<file path="src/rtl/out_dma.sv">
// AXI4 write-master DMA: drains output-buffer words to system memory in INCR bursts
// that never cross a 4KB boundary, with one burst outstanding at a time.
module out_dma #(
    parameter int AXI_ADDR_W = 32,
    parameter int AXI_DATA_W = 64,
    parameter int AXI_ID_W   = 4,
    parameter int STREAM_ID  = 2,
    parameter int BURST_LEN  = 15,
    parameter int BUF_ADDR_W = 16
) (
    input  logic                    clk,
    input  logic                    rst_n,
    input  logic                    start,
    input  logic [AXI_ADDR_W-1:0]   dst_addr,
    input  logic [31:0]             transfer_length,
    output logic                    done,
    output logic                    busy,
    output logic                    error,
    output logic [AXI_ID_W-1:0]     m_axi_awid,
    output logic [AXI_ADDR_W-1:0]   m_axi_awaddr,
    output logic [7:0]              m_axi_awlen,
    output logic [2:0]              m_axi_awsize,
    output logic [1:0]              m_axi_awburst,
    output logic                    m_axi_awvalid,
    input  logic                    m_axi_awready,
    output logic [AXI_DATA_W-1:0]   m_axi_wdata,
    output logic [AXI_DATA_W/8-1:0] m_axi_wstrb,
    output logic                    m_axi_wlast,
    output logic                    m_axi_wvalid,
    input  logic                    m_axi_wready,
    input  logic [AXI_ID_W-1:0]     m_axi_bid,
    input  logic [1:0]              m_axi_bresp,
    input  logic                    m_axi_bvalid,
    output logic                    m_axi_bready,
    output logic                    buf_re,
    output logic [BUF_ADDR_W-1:0]   buf_addr,
    input  logic [AXI_DATA_W-1:0]   buf_rdata
);
    localparam int STRB_W = AXI_DATA_W / 8;

    typedef enum logic [2:0] {
        S_IDLE       = 3'd0,
        S_SEND_ADDR  = 3'd1,
        S_WRITE_DATA = 3'd2,
        S_WAIT_RESP  = 3'd3,
        S_DONE       = 3'd4
    } state_t;

    // awlen = min(BURST_LEN, beats-1, beats left in the 4KB page - 1); addr is 8-byte aligned.
    function automatic logic [7:0] calc_awlen(input logic [8:0] page_beat, input logic [31:0] rem);
        logic [32:0] beats_m1;
        logic [32:0] len_m1;
        logic [9:0]  room_m1;
        beats_m1 = (({1'b0, rem} + 33'd7) >> 3) - 33'd1;
        room_m1  = 10'd511 - {1'b0, page_beat};
        len_m1   = 33'(BURST_LEN);
        if (beats_m1 < len_m1) begin
            len_m1 = beats_m1;
        end else begin
            len_m1 = len_m1;
        end
        if ({23'd0, room_m1} < len_m1) begin
            len_m1 = {23'd0, room_m1};
        end else begin
            len_m1 = len_m1;
        end
        return len_m1[7:0];
    endfunction

    state_t                  state_q, state_d;
    logic [AXI_ADDR_W-1:0]   addr_q, addr_d;
    logic [31:0]             rem_q, rem_d;
    logic [7:0]              awlen_q, awlen_d;
    logic                    awvalid_q, awvalid_d;
    logic                    bready_q, bready_d;
    logic                    done_q, done_d;
    logic                    busy_q, busy_d;
    logic                    error_q, error_d;
    logic [BUF_ADDR_W-1:0]   buf_addr_q, buf_addr_d;
    logic [8:0]              fetch_cnt_q, fetch_cnt_d;
    logic [7:0]              sent_cnt_q, sent_cnt_d;
    logic                    rd_inflight_q, rd_inflight_d;
    logic [AXI_DATA_W-1:0]   fifo_mem_q [2];
    logic [AXI_DATA_W-1:0]   fifo_mem_d [2];
    logic                    fifo_wr_q, fifo_wr_d;
    logic                    fifo_rd_q, fifo_rd_d;
    logic [1:0]              fifo_cnt_q, fifo_cnt_d;

    logic [31:0]             burst_bytes_s;
    logic [31:0]             rem_after_s;
    logic [AXI_ADDR_W-1:0]   addr_after_s;
    logic                    w_valid_s;
    logic                    w_pop_s;
    logic                    fetch_s;
    logic                    last_beat_s;
    logic                    partial_s;
    logic                    unused_s;

    assign burst_bytes_s = {20'd0, ({1'b0, awlen_q} + 9'd1), 3'b000};
    assign rem_after_s   = (rem_q > burst_bytes_s) ? (rem_q - burst_bytes_s) : 32'd0;
    assign addr_after_s  = addr_q + AXI_ADDR_W'(burst_bytes_s);
    assign w_valid_s     = (fifo_cnt_q != 2'd0);
    assign w_pop_s       = w_valid_s && m_axi_wready;
    assign last_beat_s   = (sent_cnt_q == awlen_q);
    assign partial_s     = (rem_q <= burst_bytes_s) && last_beat_s && (rem_q[2:0] != 3'd0);
    // Counting this cycle's pop lets the 2-entry FIFO sustain one beat per clock.
    assign fetch_s       = (state_q == S_WRITE_DATA) && (fetch_cnt_q <= {1'b0, awlen_q}) &&
                           (({1'b0, fifo_cnt_q} + {2'b00, rd_inflight_q} - {2'b00, w_pop_s}) < 3'd2);
    assign unused_s      = ^m_axi_bid;

    assign done          = done_q;
    assign busy          = busy_q;
    assign error         = error_q;
    assign m_axi_awid    = AXI_ID_W'(STREAM_ID);
    assign m_axi_awaddr  = addr_q;
    assign m_axi_awlen   = awlen_q;
    assign m_axi_awsize  = 3'b011;
    assign m_axi_awburst = 2'b01;
    assign m_axi_awvalid = awvalid_q;
    assign m_axi_wvalid  = w_valid_s;
    assign m_axi_wdata   = fifo_mem_q[fifo_rd_q];
    assign m_axi_wlast   = w_valid_s && last_beat_s;
    assign m_axi_wstrb   = !w_valid_s ? {STRB_W{1'b0}} :
                           partial_s  ? ((STRB_W'(1) << rem_q[2:0]) - STRB_W'(1)) : {STRB_W{1'b1}};
    assign m_axi_bready  = bready_q;
    assign buf_re        = fetch_s;
    assign buf_addr      = buf_addr_q;

    // Next-state logic for the control FSM, read pipeline and data FIFO.
    always_comb begin
        state_d       = state_q;
        addr_d        = addr_q;
        rem_d         = rem_q;
        awlen_d       = awlen_q;
        awvalid_d     = awvalid_q;
        bready_d      = bready_q;
        done_d        = 1'b0;
        busy_d        = busy_q;
        error_d       = error_q;
        buf_addr_d    = buf_addr_q;
        fetch_cnt_d   = fetch_cnt_q;
        sent_cnt_d    = sent_cnt_q;
        rd_inflight_d = fetch_s;
        fifo_mem_d    = fifo_mem_q;
        fifo_wr_d     = fifo_wr_q;
        fifo_rd_d     = fifo_rd_q;
        fifo_cnt_d    = fifo_cnt_q + {1'b0, rd_inflight_q} - {1'b0, w_pop_s};

        if (rd_inflight_q) begin
            fifo_mem_d[fifo_wr_q] = buf_rdata;
            fifo_wr_d             = ~fifo_wr_q;
        end else begin
            fifo_wr_d = fifo_wr_q;
        end
        if (w_pop_s) begin
            fifo_rd_d = ~fifo_rd_q;
        end else begin
            fifo_rd_d = fifo_rd_q;
        end
        if (fetch_s) begin
            fetch_cnt_d = fetch_cnt_q + 9'd1;
            buf_addr_d  = buf_addr_q + BUF_ADDR_W'(1);
        end else begin
            fetch_cnt_d = fetch_cnt_q;
        end

        case (state_q)
            S_IDLE: begin
                if (start && (transfer_length == 32'd0)) begin
                    done_d  = 1'b1;
                    error_d = 1'b0;
                end else if (start && (dst_addr[2:0] != 3'd0)) begin
                    done_d  = 1'b1;
                    error_d = 1'b1;
                end else if (start) begin
                    addr_d      = dst_addr;
                    rem_d       = transfer_length;
                    awlen_d     = calc_awlen(dst_addr[11:3], transfer_length);
                    awvalid_d   = 1'b1;
                    busy_d      = 1'b1;
                    error_d     = 1'b0;
                    buf_addr_d  = {BUF_ADDR_W{1'b0}};
                    fetch_cnt_d = 9'd0;
                    sent_cnt_d  = 8'd0;
                    state_d     = S_SEND_ADDR;
                end else begin
                    state_d = S_IDLE;
                end
            end
            S_SEND_ADDR: begin
                if (awvalid_q && m_axi_awready) begin
                    awvalid_d = 1'b0;
                    state_d   = S_WRITE_DATA;
                end else begin
                    state_d = S_SEND_ADDR;
                end
            end
            S_WRITE_DATA: begin
                if (w_pop_s && last_beat_s) begin
                    sent_cnt_d = 8'd0;
                    bready_d   = 1'b1;
                    state_d    = S_WAIT_RESP;
                end else if (w_pop_s) begin
                    sent_cnt_d = sent_cnt_q + 8'd1;
                end else begin
                    sent_cnt_d = sent_cnt_q;
                end
            end
            S_WAIT_RESP: begin
                if (bready_q && m_axi_bvalid && (m_axi_bresp != 2'b00)) begin
                    bready_d = 1'b0;
                    error_d  = 1'b1;
                    done_d   = 1'b1;
                    busy_d   = 1'b0;
                    state_d  = S_IDLE;
                end else if (bready_q && m_axi_bvalid) begin
                    bready_d = 1'b0;
                    addr_d   = addr_after_s;
                    rem_d    = rem_after_s;
                    if (rem_after_s == 32'd0) begin
                        done_d  = 1'b1;
                        busy_d  = 1'b0;
                        state_d = S_DONE;
                    end else begin
                        awlen_d     = calc_awlen(addr_after_s[11:3], rem_after_s);
                        awvalid_d   = 1'b1;
                        fetch_cnt_d = 9'd0;
                        state_d     = S_SEND_ADDR;
                    end
                end else begin
                    state_d = S_WAIT_RESP;
                end
            end
            S_DONE: begin
                state_d = S_IDLE;
            end
            default: begin
                state_d = S_IDLE;
            end
        endcase
    end

    // State and datapath registers.
    always_ff @(posedge clk or negedge rst_n) begin
        if (!rst_n) begin
            state_q       <= S_IDLE;
            addr_q        <= {AXI_ADDR_W{1'b0}};
            rem_q         <= 32'd0;
            awlen_q       <= 8'd0;
            awvalid_q     <= 1'b0;
            bready_q      <= 1'b0;
            done_q        <= 1'b0;
            busy_q        <= 1'b0;
            error_q       <= 1'b0;
            buf_addr_q    <= {BUF_ADDR_W{1'b0}};
            fetch_cnt_q   <= 9'd0;
            sent_cnt_q    <= 8'd0;
            rd_inflight_q <= 1'b0;
            fifo_mem_q[0] <= {AXI_DATA_W{1'b0}};
            fifo_mem_q[1] <= {AXI_DATA_W{1'b0}};
            fifo_wr_q     <= 1'b0;
            fifo_rd_q     <= 1'b0;
            fifo_cnt_q    <= 2'd0;
        end else begin
            state_q       <= state_d;
            addr_q        <= addr_d;
            rem_q         <= rem_d;
            awlen_q       <= awlen_d;
            awvalid_q     <= awvalid_d;
            bready_q      <= bready_d;
            done_q        <= done_d;
            busy_q        <= busy_d;
            error_q       <= error_d;
            buf_addr_q    <= buf_addr_d;
            fetch_cnt_q   <= fetch_cnt_d;
            sent_cnt_q    <= sent_cnt_d;
            rd_inflight_q <= rd_inflight_d;
            fifo_mem_q    <= fifo_mem_d;
            fifo_wr_q     <= fifo_wr_d;
            fifo_rd_q     <= fifo_rd_d;
            fifo_cnt_q    <= fifo_cnt_d;
        end
    end
endmodule
</file>
<file path="config.mk">
export PLATFORM = sky130hd
export DESIGN_NAME = out_dma
export DESIGN_NICKNAME = d
export VERILOG_FILES = /design/src/rtl/out_dma.sv
export SDC_FILE = /design/constraint.sdc
export NUM_CORES = 1
export LEC_CHECK = 0
export ABC_AREA = 1
export ABC_CLOCK_PERIOD_IN_PS = 10580
export CAP_MARGIN = 15
export CORE_MARGIN = 2
export CORE_UTILIZATION = 55
export DETAILED_ROUTE_END_ITERATION = 8
export HOLD_SLACK_MARGIN = 0.03
export PLACE_DENSITY_LB_ADDON = 0.08
export REMOVE_ABC_BUFFERS = 1
export SETUP_SLACK_MARGIN = 0.3
export SLEW_MARGIN = 15
export SYNTH_ARGS = -nofsm -noshare
export SYNTH_HDL_FRONTEND = slang
export SYNTH_SLANG_ARGS = --single-unit
</file>
<file path="constraint.sdc">
create_clock -name clk -period 10.58 [get_ports clk]
set_input_delay 2.116 -clock clk [delete_from_list [all_inputs] [get_ports clk]]
set_output_delay 2.116 -clock clk [all_outputs]
set_load 0.02 [all_outputs]
</file>
---- Yosys cells after proc, flatten, opt, wreduce, memory -nomap -nowiden ----
Index checks and enable logic that the tools add are counted.
word-level totals
  input port bits ......................... 140
  output and inout port bits .............. 145
  bits in registers ....................... 246
  word-level logic and storage cells ...... 195
cells by class
  reduce and logical (&&, ||, !) cells .... 32
  bitwise gates (word level) .............. 4
  order comparisons ....................... 11
  muxes and demuxes ....................... 95
  shifts and indexed selects .............. 1
  add/sub/neg operators ................... 17
  eq/ne operators ......................... 17
operator list
  kind                                                                   count
  32-bit two-way mux                                                     11
  33-bit two-way mux                                                     10
  64-bit two-way mux                                                     4
  128-bit bitwise mux                                                    1
  32-bit case mux with 2 select lines                                    2
  8-bit two-way mux                                                      15
  16-bit two-way mux                                                     5
  32-bit by 3-bit adder with 33-bit output, second input constant        2
  10-bit by 33-bit < comparator with 1-bit output                        2
  33-bit by 4-bit < comparator with 1-bit output, second input constant  2
  64-bit demux with 1-bit select                                         1
  32-bit zero test                                                       2
  9-bit two-way mux                                                      7
  30-bit by 1-bit subtractor with 31-bit output, second input constant   2
  32-bit by 12-bit adder with 32-bit output                              1
  32-bit by 12-bit greater-than comparator with 1-bit output             1
  32-bit by 12-bit less-or-equal comparator with 1-bit output            1
  8-bit case mux with 2 select lines                                     2
  32-bit by 12-bit subtractor with 32-bit output                         1
  1-bit two-way mux                                                      23
  9-bit by 9-bit subtractor with 10-bit output, first input constant     2
  3-bit two-way mux                                                      6
  9-bit case mux with 2 select lines                                     1
  16-bit by 1-bit adder with 16-bit output, second input constant        1
  36 further kinds                                                       72

---- Depth between registers and ports, before layout ----
  depth in word-level cells ............... 17
  gate-level depth with buffers ........... 45
  mapped depth without buffers ............ 45

---- Worst setup path before layout ----
Ideal clock, no wire load.
  kind .................................... input-to-output
  from .................................... in m_axi_wready
  to ...................................... out buf_re
  stages on the path ...................... 12
  buffers on the path ..................... 1
  required time ........................... 8.464 ns
  data arrival time ....................... 4.152 ns
  setup slack ............................. 4.312 ns
  cells stage by stage .................... inv_1 -> nor2_1 -> ha_1 -> inv_1 -> ha_1 -> inv_1 -> fa_1 -> xor2_1 -> nor2_1 -> nand3_1 -> clkbuf_1 -> clkinv_1
on the way
  cells in the longest elaborated chain, start to end .. 4
RTL lines
  what                                           line  text
  from (decl)                                    30    input logic m_axi_wready,
  1-bit logical AND                              103   assign w_pop_s = w_valid_s && m_axi_wready;
  net w_pop_s                                    93    logic w_pop_s;
  3-bit by 1-bit subtractor with 3-bit output    108   (({1'b0, fifo_cnt_q} + {2'b00, rd_inflight_q} - {2'b00, w_pop_s}) < 3'd2);
  3-bit by 2-bit < comparator with 1-bit output  108
  1-bit logical AND                              107   assign fetch_s = (state_q == S_WRITE_DATA) && (fetch_cnt_q <= {1'b0, awlen_q}) &&
  to (decl)                                      35    output logic buf_re,
The timed path passes the listed nets, and every way through them passes these cells.

---- Worst setup path after layout ----
Ends and elaborated chain as after synthesis.

==> impl_results.md <==
* Adder-cell share of the synthesized area at 3.67%
* Final Max Tran Viols at 0
* Worst path required time at approximately 8500 ps
* Starting Density at a little under three fifths
* Cell Rows at 68
* Vias in the first global route at approximately 18000
* Post-synthesis cell area at around 19000 µm²
* Die height at 190 µm
* CTS Buffer Depth at 3
* Top_reg_cell synth: dfrtp_1
* Core area at roughly 34000 µm²
* Tot GR Track Use at 31.9%
* Worst slew margin at between 30% and 40%
* Leakage at roughly 0.011 µW
* Die ar. at approximately 36000 µm²
* Grt total ovfl at 0
* Clk Latency, worst-skew pair at slightly below 600 ps
* Worst Path Arrival at approximately 5500 ps
* Final net count at approximately 3200
* Max Cap Viol at 0
* Synth Area in Compound Gates at 11.0%
* # DRC at 0
* H-tree Lvls at 1
* Main combinational cell family by area after synthesis: simple AND/OR/NAND/NOR gates
* Commonest non-fill, non-tap cells in the layout: 723 x nand2_1, 341 x inv_1, 286 x nor2_1
* Setup Buffers After CTS at 0
* Worst Setup Start Kind: primary input
* Crit-path max FO at 11
* Simple-gate share of the synthesized area at between 30 and 40%
* Drt pass-1 iters at 6
* First-pass GRT wire length at a little over 90000 µm
* Ant. Diodes at 0
* HP Class: flip-flop to flip-flop
* Final setup violation count at 0
* Post-DR vias/cell at 5.46
* Syn Area/Cell at roughly 6.9 µm²
* Via count at approximately 19000
* 1st-iter DRT viols at about 1300
* Root Buffer: clkbuf_16
* Post-Place Worst Slack at approximately 3000 ps
* Count of input and output buffers at about 270
* CTS buffer count at 28
* WS Path Type: primary input to primary output
* Layout cells sized above 1 at 10.3%
* Post-Synth XOR/XNOR Area at 3.82%
* Sink Count at 246
* Yosys cell types at slightly below 70
* Post-Syn Instances at around 2700
* Commonest non-fill, non-tap cell in the layout: nand2_1
* DP HPWL at approximately 44000 µm
* Setup TNS at 0 ps
* RSZ-0062 raised after global routing: false
* Multiplexer share of the synthesized area at just under 4%
* Sequential share of the synthesized area at 32.4%
* Final min period at 7610 ps
* Hold Buf Count CTS at 0
* Post-synth EDFFs at 0
* Syn. warnings at 0
* CTS tree: yes
* Status: finished clean
* Fill count at roughly 3000
* Critical path capture point type: primary output
* Max IR drop VDD at about 140 µV
* Clock skew at 19.9 ps
* Cts repair resizes at 0
* Initial antenna violation count at 2
* Routability Congestion at approximately 0.95
* Post-route setup slack at ~3000 ps
* Fmax achieved at approximately 130 MHz
* Clock-pin transition on the worst setup and hold timing paths at 60 ps
* Area growth syn-to-layout at 21.5%
* Async SR Flop Fraction at 100%
* Yosys reg bits at 246
* IO Pins at about 290
* Worst Tran Pin Value at between 1000 and 1500 ps
* WL/cell at ~17 µm
* Final period util at 71.9%
* Pwr per Cell Area at ~100 nW/µm²
* Largest net degree at the start of global routing at between 100 and 150
* Die Wd at about 190 µm
* Hold Vio Cnt, Final at 0
* Final ANT Viol Nets at 0
* Final wirelength at a little under 60000 µm
==> cells in the mapped netlist, types with 5 or more instances <==
cell type  count  area share [%]
buf_4         10            0.40
nand3_1      168             4.4
xor2_1        67             3.1
buf_2          7            0.18
o211ai_1       6            0.24
nand4_1       67             2.2
a21oi_1       76             2.0
nor2_2        35             1.2
o22ai_1       20            0.66
xnor2_1       14            0.65
inv_2         22            0.43
nor3b_1        7            0.28
a211oi_1       5            0.20
a22oi_1        6            0.24
nand2_1      724              14
nor3_1        36            0.95
ha_1          51             3.4
or2_2          6            0.20
nand2_2       38             1.3
inv_1        343             6.8
dfrtp_1      246              32
nand3_2       20             1.1
clkbuf_1      55             1.1
o21ai_0      222             5.8
nor2_1       287             5.7
nor2_4        22             1.3
a21oi_2        6            0.28
nor4_1        15            0.49
mux2_2        64             3.8
nand2_4       10            0.59
==> area by class of cell <==
| type | count | area [µm²] | area share [%] |
|---|---|---|---|
| Clock inverter | 17 | 263 | 1.14 |
| Timing Repair Buffer | 279 | 2790 | 12.1 |
| Tap cell | 455 | 569 | 2.47 |
| Multi-Input combinational cell | 2062 | 11100 | 48.3 |
| Sequential cell | 246 | 6160 | 26.7 |
| Inverter | 368 | 1380 | 5.98 |
| Clock buffer | 35 | 787 | 3.41 |
==> cell families after synthesis <==
logic type      count (synthesis)
buf+inv                       450
simple gates                 1464
fa+ha+maj                      54
xor+xnor                       82
flops                         246
compound gates                378
mux                            65
other cells                     2
==> sequential cells by signal, summed over array words and instances (netlist names), 3 cells and up <==
register / count
state_q: 3
sent_cnt_q: 8
rem_q: 32
fetch_cnt_q: 9
m_axi_awlen: 8
buf_addr: 16
fifo_mem_q: 128
m_axi_awaddr: 32
==> per-stage QoR <==
stage          area [µm²]  hold WS, ps  power [µW]  cells  util (%)
3_3_place_gp        22000          450        1310   3410      64.3
6_report            23100          481        2400   3462      67.3
3_5_place_dp        22000          464        1310   3410      64.3
2_1_floorplan       18700          448        1150   2676         -
5_1_grt             23100          500        2480   3462      67.3
4_1_cts             23100          483        2410   3462      67.3
==> per-layer routing <==
metal | vias up | part of all wire [%] | GRT usage, %
met5 | - | 0.041 | 0
met1 | 8769 | 42 | 41.0
met3 | 122 | 7.6 | 6.49
met4 | 4 | 3.5 | 10.7
met2 | 641 | 47 | 53.7
li1 | 9365 | - | -
==> critical path: stages <==
cell,delay (ps)
clkdlybuf4s50_1,450
inv_1,40
nor2_1,310
ha_1,300
inv_1,50
ha_1,140
inv_1,50
fa_1,370
xor2_1,150
nor2_1,120
nand3_1,400
clkinv_1,340
clkdlybuf4s50_1,650
==> worst paths after layout <==
path | start | end | slack (ps) | cells after the start
worst min register to register | fifo_mem_q[101] | fifo_mem_q[101] | 480 | 2
max in group asynchronous | rst_n | fifo_rd_q | 7590 | 2
worst min-delay path | fifo_mem_q[101] | fifo_mem_q[101] | 480 | 2
min in group asynchronous | rst_n | m_axi_awaddr[22] | 1570 | 1
worst max register to register | m_axi_awlen[2] | m_axi_awlen[7] | 3100 | 40
worst max-delay path | m_axi_wready | buf_re | 2970 | 13
==> where the power goes <==
group	switching (µW)	internal, µW	total [µW]
sequential	6.07	949	955
clock	425	674	1100
combinational	193	148	341
total	624	1770	2400
(Power assumes the default switching activity.)
